===== config.mk =====
export PLATFORM = sky130hd
export DESIGN_NAME = imm_gen_stage
export DESIGN_NICKNAME = d
export VERILOG_FILES = /design/src/rtl/imm_gen_stage.sv
export SDC_FILE = /design/constraint.sdc
export NUM_CORES = 1
export LEC_CHECK = 0
export ABC_CLOCK_PERIOD_IN_PS = 4600
export BUFFER_PORTS_ARGS = -buffer_cell sky130_fd_sc_hd__buf_2
export CELL_PAD_IN_SITES_DETAIL_PLACEMENT = 0
export CELL_PAD_IN_SITES_GLOBAL_PLACEMENT = 1
export CORE_ASPECT_RATIO = 0.8
export CORE_MARGIN = 5
export CORE_UTILIZATION = 40
export DETAILED_ROUTE_END_ITERATION = 10
export PLACE_DENSITY_LB_ADDON = 0.3
export SKIP_LAST_GASP = 1
export SYNTH_ARGS = -nofsm -noshare
export SYNTH_HDL_FRONTEND = slang
export SYNTH_SLANG_ARGS = --single-unit

===== constraint.sdc =====
create_clock -name clk -period 4.6 [get_ports clk]
set_input_delay 0.46 -clock clk [delete_from_list [all_inputs] [get_ports clk]]
set_output_delay 0.46 -clock clk [all_outputs]
set_load 0.02 [all_outputs]

===== src/rtl/imm_gen_stage.sv =====
// imm_gen_stage: RISC-V immediate extraction feeding a 2-entry skid buffer.
// Optional CSR uimm (fmt 6) decode is enabled by defining IMM_GEN_STAGE_CSR_EN.
`default_nettype none

module imm_gen_stage #(
  parameter int XLEN  = 32,
  parameter int TAG_W = 32
) (
  input  logic             clk,
  input  logic             rst,
  input  logic             i_flush,
  input  logic             i_in_valid,
  output logic             o_in_ready,
  input  logic [31:0]      i_in_instr,
  input  logic [TAG_W-1:0] i_in_tag,
  output logic             o_out_valid,
  input  logic             i_out_ready,
  output logic [XLEN-1:0]  o_out_imm,
  output logic [2:0]       o_out_fmt,
  output logic [TAG_W-1:0] o_out_tag
);

  localparam logic [1:0] S_EMPTY = 2'd0;
  localparam logic [1:0] S_ONE   = 2'd1;
  localparam logic [1:0] S_TWO   = 2'd2;

  localparam logic [2:0] FMT_NONE = 3'd0;
  localparam logic [2:0] FMT_I    = 3'd1;
  localparam logic [2:0] FMT_S    = 3'd2;
  localparam logic [2:0] FMT_B    = 3'd3;
  localparam logic [2:0] FMT_U    = 3'd4;
  localparam logic [2:0] FMT_J    = 3'd5;
`ifdef IMM_GEN_STAGE_CSR_EN
  localparam logic [2:0] FMT_Z    = 3'd6;
`endif

  logic [31:0]      w_imm32;
  logic [XLEN-1:0]  w_imm;
  logic [2:0]       w_fmt;
  logic [1:0]       w_state_nxt;
  logic             w_push;
  logic             w_pop;

  logic [1:0]       r_state;
  logic             r_out_valid;
  logic             r_in_ready;
  logic [XLEN-1:0]  r_h_imm;
  logic [2:0]       r_h_fmt;
  logic [TAG_W-1:0] r_h_tag;
  logic [XLEN-1:0]  r_t_imm;
  logic [2:0]       r_t_fmt;
  logic [TAG_W-1:0] r_t_tag;

  // Every format fits in 32 bits sign-extended; widening to XLEN happens below.
  always_comb begin
    w_imm32 = 32'd0;
    w_fmt   = FMT_NONE;
    case (i_in_instr[6:0])
      7'b0010011, 7'b0000011, 7'b1100111: begin
        w_fmt   = FMT_I;
        w_imm32 = {{20{i_in_instr[31]}}, i_in_instr[31:20]};
      end
      7'b0100011: begin
        w_fmt   = FMT_S;
        w_imm32 = {{20{i_in_instr[31]}}, i_in_instr[31:25], i_in_instr[11:7]};
      end
      7'b1100011: begin
        w_fmt   = FMT_B;
        w_imm32 = {{20{i_in_instr[31]}}, i_in_instr[7], i_in_instr[30:25],
                   i_in_instr[11:8], 1'b0};
      end
      7'b0110111, 7'b0010111: begin
        w_fmt   = FMT_U;
        w_imm32 = {i_in_instr[31:12], 12'd0};
      end
      7'b1101111: begin
        w_fmt   = FMT_J;
        w_imm32 = {{12{i_in_instr[31]}}, i_in_instr[19:12], i_in_instr[20],
                   i_in_instr[30:21], 1'b0};
      end
`ifdef IMM_GEN_STAGE_CSR_EN
      7'b1110011: begin
        if (i_in_instr[14]) begin
          w_fmt   = FMT_Z;
          w_imm32 = {27'd0, i_in_instr[19:15]};
        end
      end
`endif
      default: begin
        w_fmt   = FMT_NONE;
        w_imm32 = 32'd0;
      end
    endcase
  end

  generate
    if (XLEN == 64) begin : g_xlen64
      assign w_imm = {{32{w_imm32[31]}}, w_imm32};
    end else begin : g_xlen32
      assign w_imm = w_imm32;
    end
  endgenerate

  assign w_push = i_in_valid & r_in_ready;
  assign w_pop  = r_out_valid & i_out_ready;

  always_comb begin
    w_state_nxt = r_state;
    if (i_flush) begin
      w_state_nxt = S_EMPTY;
    end else begin
      case (r_state)
        S_EMPTY: if (w_push) w_state_nxt = S_ONE;
        S_ONE: begin
          if (w_push && !w_pop)      w_state_nxt = S_TWO;
          else if (!w_push && w_pop) w_state_nxt = S_EMPTY;
        end
        S_TWO:   if (w_pop) w_state_nxt = S_ONE;
        default: w_state_nxt = S_EMPTY;
      endcase
    end
  end

  always_ff @(posedge clk or posedge rst) begin
    if (rst) begin
      r_state     <= S_EMPTY;
      r_out_valid <= 1'b0;
      r_in_ready  <= 1'b0;
      r_h_imm     <= '0;
      r_h_fmt     <= FMT_NONE;
      r_h_tag     <= '0;
      r_t_imm     <= '0;
      r_t_fmt     <= FMT_NONE;
      r_t_tag     <= '0;
    end else begin
      r_state     <= w_state_nxt;
      r_out_valid <= (w_state_nxt != S_EMPTY);
      r_in_ready  <= (w_state_nxt != S_TWO);
      if (!i_flush) begin
        // Head is the presented entry; tail only holds the skid entry in TWO.
        if ((r_state == S_EMPTY && w_push) || (r_state == S_ONE && w_push && w_pop)) begin
          r_h_imm <= w_imm;
          r_h_fmt <= w_fmt;
          r_h_tag <= i_in_tag;
        end else if (r_state == S_TWO && w_pop) begin
          r_h_imm <= r_t_imm;
          r_h_fmt <= r_t_fmt;
          r_h_tag <= r_t_tag;
        end
        if (r_state == S_ONE && w_push && !w_pop) begin
          r_t_imm <= w_imm;
          r_t_fmt <= w_fmt;
          r_t_tag <= i_in_tag;
        end
      end
    end
  end

  assign o_in_ready  = r_in_ready;
  assign o_out_valid = r_out_valid;
  assign o_out_imm   = r_h_imm;
  assign o_out_fmt   = r_h_fmt;
  assign o_out_tag   = r_h_tag;

endmodule

`default_nettype wire


==> metrics.md, run 1 <==
| Metric | Value |
|---|---|
| Die area | 17780 µm² |
| Initial antenna violation count | 1 |
| Proportion of synthesized area in mux cells | 0.5350% |
| Final setup margin | 1996 ps |
| HP Class | input pin to async pin |
| CP Data Arrival Time | 2900 ps |
| R2R Path Start | r_state[1]$_DFF_PP0_ |
| Post_cts resized | 0 |
| Main synth FF type | dfrtp_1 |
| Worst vdd ir | 0.2506 mV |
| P per Cell Area | 590.6 nW/µm² |
| Worst-path cell chain | nand3b_1 > a21oi_4 > o21ai_1 > a21oi_1 > o21ai_0 |
| Internal | 2849 µW |
| Setup tns final | 0 ps |
| H-tree depth | 4 |
| Seq pwr share | 42.8% |
| Synthesized area per cell | 8.864 µm² |
| Power Total | 4381 µW |
| GRT Max-Usage Layer | met2 |
| WHS | 211.6 ps |
| Pre-CTS WS | 1902 ps |
| Vias in the first global route | 5188 |
| Starting Density | 40.64% |
| CP peak stage delay | 910 ps |
| # Post-CTS Setup Buffers | 0 |
| Drt wl/cell | 16.26 µm |
| Cell area after synthesis | 6081 µm² |
| Synth Area in XOR/XNOR | 0% |
| Mapped Nets | 755 |
| Max Root-Sink Buffers | 2 |
| Worst path bufs/invs | 0 |
| Post-synth top area share | 56.79% |
| Layout cells sized above 1 | 22.76% |
| Reg2Reg Setup Slack | 2000 ps |
| Sequential cell area | 3453 µm² |
| Number of max-cap violations | 0 |
| FMAX | 384.0 MHz |
| Final wirelength | 16320 µm |
| Yosys top cell by area | dfrtp_1 |
| CP top delay family | compound AO/OA/AOI/OAI gates |
| Worst rel slew slack | 23.16% |
| Worst-path maximum fanout | 40 |
| First-pass GRT wire length | 26620 µm |
| Slew @ Worst Pin | 1149 ps |
| DR vias/cell | 5.183 |
| Num CTS Buffers | 17 |
| Count of final setup violators | 0 |
| Post-route cell area | 7417 µm² |
| Fin nets | 870 |
| Fin crit share | 56.61% |
| Core Area | 14960 µm² |
| Initial DRC Count | 279 |
| RR Endpoint | o_out_imm[16]$_DFFE_PP0P_ |
| Critical Path Source | r_state[1]$_DFF_PP0_ |
| WS Path Type | flop to flop |
| Yosys reg bits | 138 |
| Adder-Cell Fraction of Synth Area | 0% |
| Pleak | 0.003586 µW |
| Startpoint types | flop |
| Number of placed I/O pins | 138 |
| Gate count after technology mapping | 686 |
| ANT nets after route | 0 |
| Total grt overflow | 0 |
| DP Area | 6860 µm² |
| Clock-pin slew on the worst setup and hold paths | 60 ps |
| Status | finished clean |
| Yosys cell types | 43 |
| Register area share after synthesis | 56.79% |
| Die Span Y | 120.3 µm |
| Max Clock Skew | 5.900 ps |
| Fill count | 1397 |
| Total number of vias | 5204 |
| Clock share of power | 29.1% |
| Pin count of the biggest net entering global routing | 99 |
| Multi-input logic area | 2422 µm² |
| Worst skew pair latency | 420 ps |
| GRT Util Overall | 18.85% |
| Switch Pwr | 1532 µW |
| Async SR Flop Fraction | 100.0% |
| Final Hold Viols | 0 |
| # rows | 40 |
| FF-to-FF path depth | 5 |
| Switch share | 34.97% |
| TritonCTS clock tree | built |
| Gpl congestion | 0.8148 |
| Slowest CP cell | a21oi_4 |
| CP endpoint kind | flop |
| Met1 Use GR | 24.89% |
| DRC | 0 |
| CTS Hold Bufs | 0 |
| Number of flops mapped to enable cells by yosys | 0 |
| Worst Path Required | 4900 ps |
| IO buf count | 137 |
| Synthesis-to-finish area growth | 21.98% |
| Chip width | 147.9 µm |
| Combinational Power Share | 28.1% |
| Simple-gate share of the synthesized area | 22.57% |
| Min cycle time layout | 2604 ps |
| Post-synthesis compound-gate area fraction | 16.21% |
| 1st-pass router iterations | 5 |
| Num Clock Sinks | 138 |
| Setup repair after global routing missed its margin | false |
| Met3 usage | 5.583% |
| Max-slew violations | 0 |
| Met2 Use GR | 30.02% |
| Top cells by area, synth | dfrtp_1 57%, nand2_1 15%, a31oi_1 4.6% |
| Largest family of logic cells by synthesized area | simple AND/OR/NAND/NOR gates |
| Synth warn | 0 |
| Post-DP HPWL | 10590 µm |
| Root Driver | clkbuf_16 |
==> flip-flops by register name (all words and copies together) (netlist names) <==
register	cells
o_out_valid	1
o_out_imm	32
r_state	2
o_out_fmt	3
o_in_ready	1
o_out_tag	32
r_t_fmt	3
r_t_imm	32
r_t_tag	32
==> cells by family (layout without fill, tap and decap cells) <==
family / count (synthesis) / in the layout
DFF: 138 / 138
other: 0 / 2
AOI/OAI and AO/OA: 158 / 158
buffers and inverters: 49 / 176
and+or+nand+nor: 338 / 338
muxes: 3 / 3
==> synthesized netlist by cell type, drive strengths merged (3+ instances only) <==
cell / n
nand3: 14
nand2: 235
o21ai: 43
nor3: 3
dfrtp: 138
a211oi: 6
nor2: 71
a22oi: 4
o2bb2ai: 11
clkbuf: 15
a21o: 7
a21oi: 33
inv: 4
buf: 30
a31oi: 45
==> layout by cell type, fill, tap and decap left out, types with 3 or more instances in the layout <==
cell and count:
inv_1 3, nor2_1 70, o2bb2ai_1 11, nand2_1 234, a21o_1 7, buf_4 3, clkinv_2 4, clkbuf_16 17
a21oi_1 31, clkbuf_8 6, nand3_1 14, o21ai_1 18, dfrtp_1 138, buf_2 137, a22oi_1 4, o21ai_0 25
a211oi_1 6, a31oi_1 45
==> worst register-to-register path, delay by kind of cell (launching register included) <==
kind / cells / cell delay (ps)
flops: 1 / 390
compound gates: 4 / 1790
simple gates: 1 / 310
==> layer usage <==
metal | share of wire [%] | routed length, µm
met1 | 45 | 7402
met2 | 47 | 7724
met3 | 6.0 | 985
met4 | 1.3 | 212
met5 | 0 | 0
==> how the worst max path moves through the flow <==
stage | end | cells past startpoint
6_report | o_out_imm[16]$_DFFE_PP0P_ | 5
5_1_grt | o_out_imm[16]$_DFFE_PP0P_ | 5
4_1_cts | o_out_fmt[2]$_DFFE_PP0P_ | 5
3_5_place_dp | o_out_fmt[2]$_DFFE_PP0P_ | 6
3_3_place_gp | o_out_fmt[2]$_DFFE_PP0P_ | 6
2_1_floorplan | o_in_ready$_DFF_PP0_ | 1
==> power by group through the flow <==
stage	clock network [µW]	logic [µW]	registers (µW)
CTS	1300	1250	1880
global route	1350	1380	1930
finish	1270	1230	1880
detailed placement	0	1250	1890
global placement	0	1220	1880
floorplan	0	561	2130
==> stage by stage <==
step	utilization (%)	cells
floorplan	-	686
global placement	45.84	971
detailed placement	45.84	971
CTS	49.53	1002
global route	49.55	1003
finish	49.57	1004
==> final cells by class <==
cell class	count	area share, %
sequential	138	46.56
multi-input combinational	499	32.66
timing repair buffer	141	9.818
clock buffer	25	6.950
tap	189	3.188
clock inverter	6	0.4892
inverter	4	0.2699
antenna	2	0.06748
No activity file was read; power rests on OpenSTA's default activity.
==> run 2, diff against run 1 <==
Settings changed: ABC_AREA set to 1, ABC_CLOCK_PERIOD_IN_PS 4600 to 2300, CORE_UTILIZATION 40 to 36.
Clock period 4.6 ns to 2.3 ns, I/O delays scaled along.
==> metrics.md, run 2 <==
| Metric | Value |
|---|---|
| TritonCTS clock tree | built |
| FMAX | 526.9 MHz |
| Gpl congestion | 0.8167 |
| Async SR Flop Fraction | 100.0% |
| Simple-gate share of the synthesized area | 31.00% |
| Cell area after synthesis | 6394 µm² |
| HP Class | input pin to flop |
| Top cells by area, synth | dfrtp_1 54%, nand2_1 17%, nor2_1 7.4% |
| Most common cell in the synthesized netlist | nand2_1 |
| Commonest cells after routing, fill and taps aside | 298 x nand2_1, 138 x dfrtp_1, 137 x buf_2, 126 x nor2_1, 60 x a31oi_1 |
| Yosys top cell by area | dfrtp_1 |
| Synthesized area per cell | 7.893 µm² |
| P per Cell Area | 1217 nW/µm² |
| Synth Area in XOR/XNOR | 0% |
| Clock-pin slew on the worst setup and hold paths | 60 ps |
| CP peak stage delay | 490 ps |
| Inserted Diodes | 0 |
| Worst rel slew slack | 53.82% |
| Chip width | 159.0 µm |
| Drt wl/cell | 14.81 µm |
| Number of max-cap violations | 0 |
| 1st-pass router iterations | 5 |
| CP top delay family | simple AND/OR/NAND/NOR gates |
| Startpoint types | flop |
| Slew @ Worst Pin | 690.3 ps |
| Final wirelength | 17330 µm |
| ANT nets after route | 0 |
| Pre-CTS WS | 383.7 ps |
| Commonest cells post-synth | 298 x nand2_1, 138 x dfrtp_1, 126 x nor2_1 |
| Adder-Cell Fraction of Synth Area | 0% |
| Num CTS Buffers | 17 |
| Yosys reg bits | 138 |
| Mapped Nets | 879 |
| Slowest CP cell | buf_4 |
| # Post-CTS Setup Buffers | 0 |
| Die area | 20540 µm² |
| Worst path bufs/invs | 1 |
| Setup tns final | 0 ps |
| Pleak | 0.004001 µW |
| Worst-path maximum fanout | 59 |
| Commonest non-fill, non-tap cell in the layout | nand2_1 |
| Switch Pwr | 3376 µW |
| Max Clock Skew | 7.085 ps |
| Number of placed I/O pins | 138 |
| Register area share after synthesis | 54.01% |
| Root Driver | clkbuf_16 |
| Worst skew pair latency | 410 ps |
| Synthesis-to-finish area growth | 23.19% |
| DR vias/cell | 4.769 |
| Initial DRC Count | 350 |
| Yosys cell types | 20 |
| Final Hold Viols | 0 |
| Number of flops mapped to enable cells by yosys | 0 |
| Count of final setup violators | 0 |
| DRC | 0 |
| Num Clock Sinks | 138 |
| Starting Density | 36.79% |
| Main synth FF type | dfrtp_1 |
| Layout cells sized above 1 | 21.48% |
| Min cycle time layout | 1898 ps |
| Gate count after technology mapping | 810 |
| Crit path top cell by count | nand2_1 |
| IO buf count | 137 |
| Clock share of power | 28.2% |
| CP Data Arrival Time | 2200 ps |
| Final setup margin | 402.1 ps |
| H-tree depth | 4 |
| Die Span Y | 129.2 µm |
| Worst-path cell chain | nand2_1 > nand2_1 > nand2_2 > nand2_1 > nand2_2 > buf_4 > nor2_1 > nand2_1 > nand2_1 |
| Proportion of synthesized area in mux cells | 0% |
| Status | finished clean |
| GRT Util Overall | 16.95% |
| Internal | 6208 µW |
| # rows | 43 |
| Combinational Power Share | 30.6% |
| Fin crit share | 82.52% |
| CP endpoint kind | flop |
| Total grt overflow | 0 |
| Post_cts resized | 0 |
| Post-DP HPWL | 11670 µm |
| Worst vdd ir | 0.5238 mV |
| Setup repair after global routing missed its margin | false |
| Total number of vias | 5580 |
| Pin count of the biggest net entering global routing | 61 |
| WS Path Type | flop to flop |
| Seq pwr share | 41.2% |
| Worst Path Required | 2600 ps |
| Max-slew violations | 0 |
| CTS Hold Bufs | 1 |
| Initial antenna violation count | 0 |
| Switch share | 35.23% |
| First-pass GRT wire length | 28240 µm |
| Fill count | 1827 |
| Core Area | 17380 µm² |
| Vias in the first global route | 5199 |
| Post-synthesis compound-gate area fraction | 8.532% |
| Post-synth top area share | 54.01% |
| Largest family of logic cells by synthesized area | simple AND/OR/NAND/NOR gates |
| Fin nets | 1003 |
| Synth warn | 0 |
| Max Root-Sink Buffers | 2 |
## run 2: changes by cell type after synthesis, moves of 15 or more
| cell | delta |
|---|---|
| nand2_1 | +63 |
| nor2_1 | +56 |
| nand3_1 | +36 |
| inv_1 | +27 |
| o21ai_1 | -18 |
| a31oi_1 | +15 |
## run 2: per-layer routing
layer	vias up	part of all wire [%]	GRT usage [%]
li1	2835	-	-
met1	2601	51	25.68
met2	138	43	23.78
met3	6	5.2	4.642
met4	0	0.47	4.664
met5	-	0	0
## run 2: final timing paths
check	from	to	slack [ps]	depth (start not counted)
min	i_in_tag[29]	r_t_tag[29]$_DFFE_PP0P_	30	3
min reg2reg	o_out_imm[24]$_DFFE_PP0P_	o_out_imm[24]$_DFFE_PP0P_	470	2
max reg2reg	o_out_valid$_DFF_PP0_	o_out_imm[14]$_DFFE_PP0P_	400	9
min in group asynchronous	rst	r_t_tag[20]$_DFFE_PP0P_	370	3
max in group asynchronous	rst	r_t_imm[11]$_DFFE_PP0P_	1310	4
max	o_out_valid$_DFF_PP0_	o_out_imm[14]$_DFFE_PP0P_	400	9
## run 2: worst min-delay path, cell delays in order
cell and delay (ps):
buf_2 90, nand2_1 50, nand2_1 40
## run 2: area by class of cell
| type | instances | area, µm² | area share (%) |
|---|---|---|---|
| Inverter | 36 | 138.9 | 1.763 |
| Clock buffer | 23 | 488.0 | 6.195 |
| Clock inverter | 7 | 91.34 | 1.160 |
| Timing Repair Buffer | 153 | 895.9 | 11.37 |
| Sequential cell | 138 | 3453 | 43.84 |
| Tap cell | 225 | 281.5 | 3.574 |
| Multi-Input combinational cell | 588 | 2527 | 32.09 |
## run 2: cell families after synthesis
group,after synthesis
AOI/OAI and AO/OA,94
buffers and inverters,84
DFF,138
and+or+nand+nor,494
## run 2: metrics by stage
stage               total power (µW)  util, %  instances  hold slack, ps  area, µm²
floorplan                       5922        -        810           310.2       6397
global placement                6916    41.93       1139           245.1       7287
detailed placement              6964    41.93       1139           253.8       7287
CTS                             9714    45.32       1170           9.550       7876
global route                   10230    45.32       1170           7.656       7876
finish                          9584    45.32       1170           25.70       7876
## run 2: power by group through the flow
stage / clock network, µW / registers (µW) / logic, µW
detailed placement: 0 / 3990 / 2970
CTS: 2770 / 3960 / 2990
floorplan: 0 / 4520 / 1400
finish: 2700 / 3950 / 2930
global placement: 0 / 3960 / 2950
global route: 2890 / 4070 / 3270
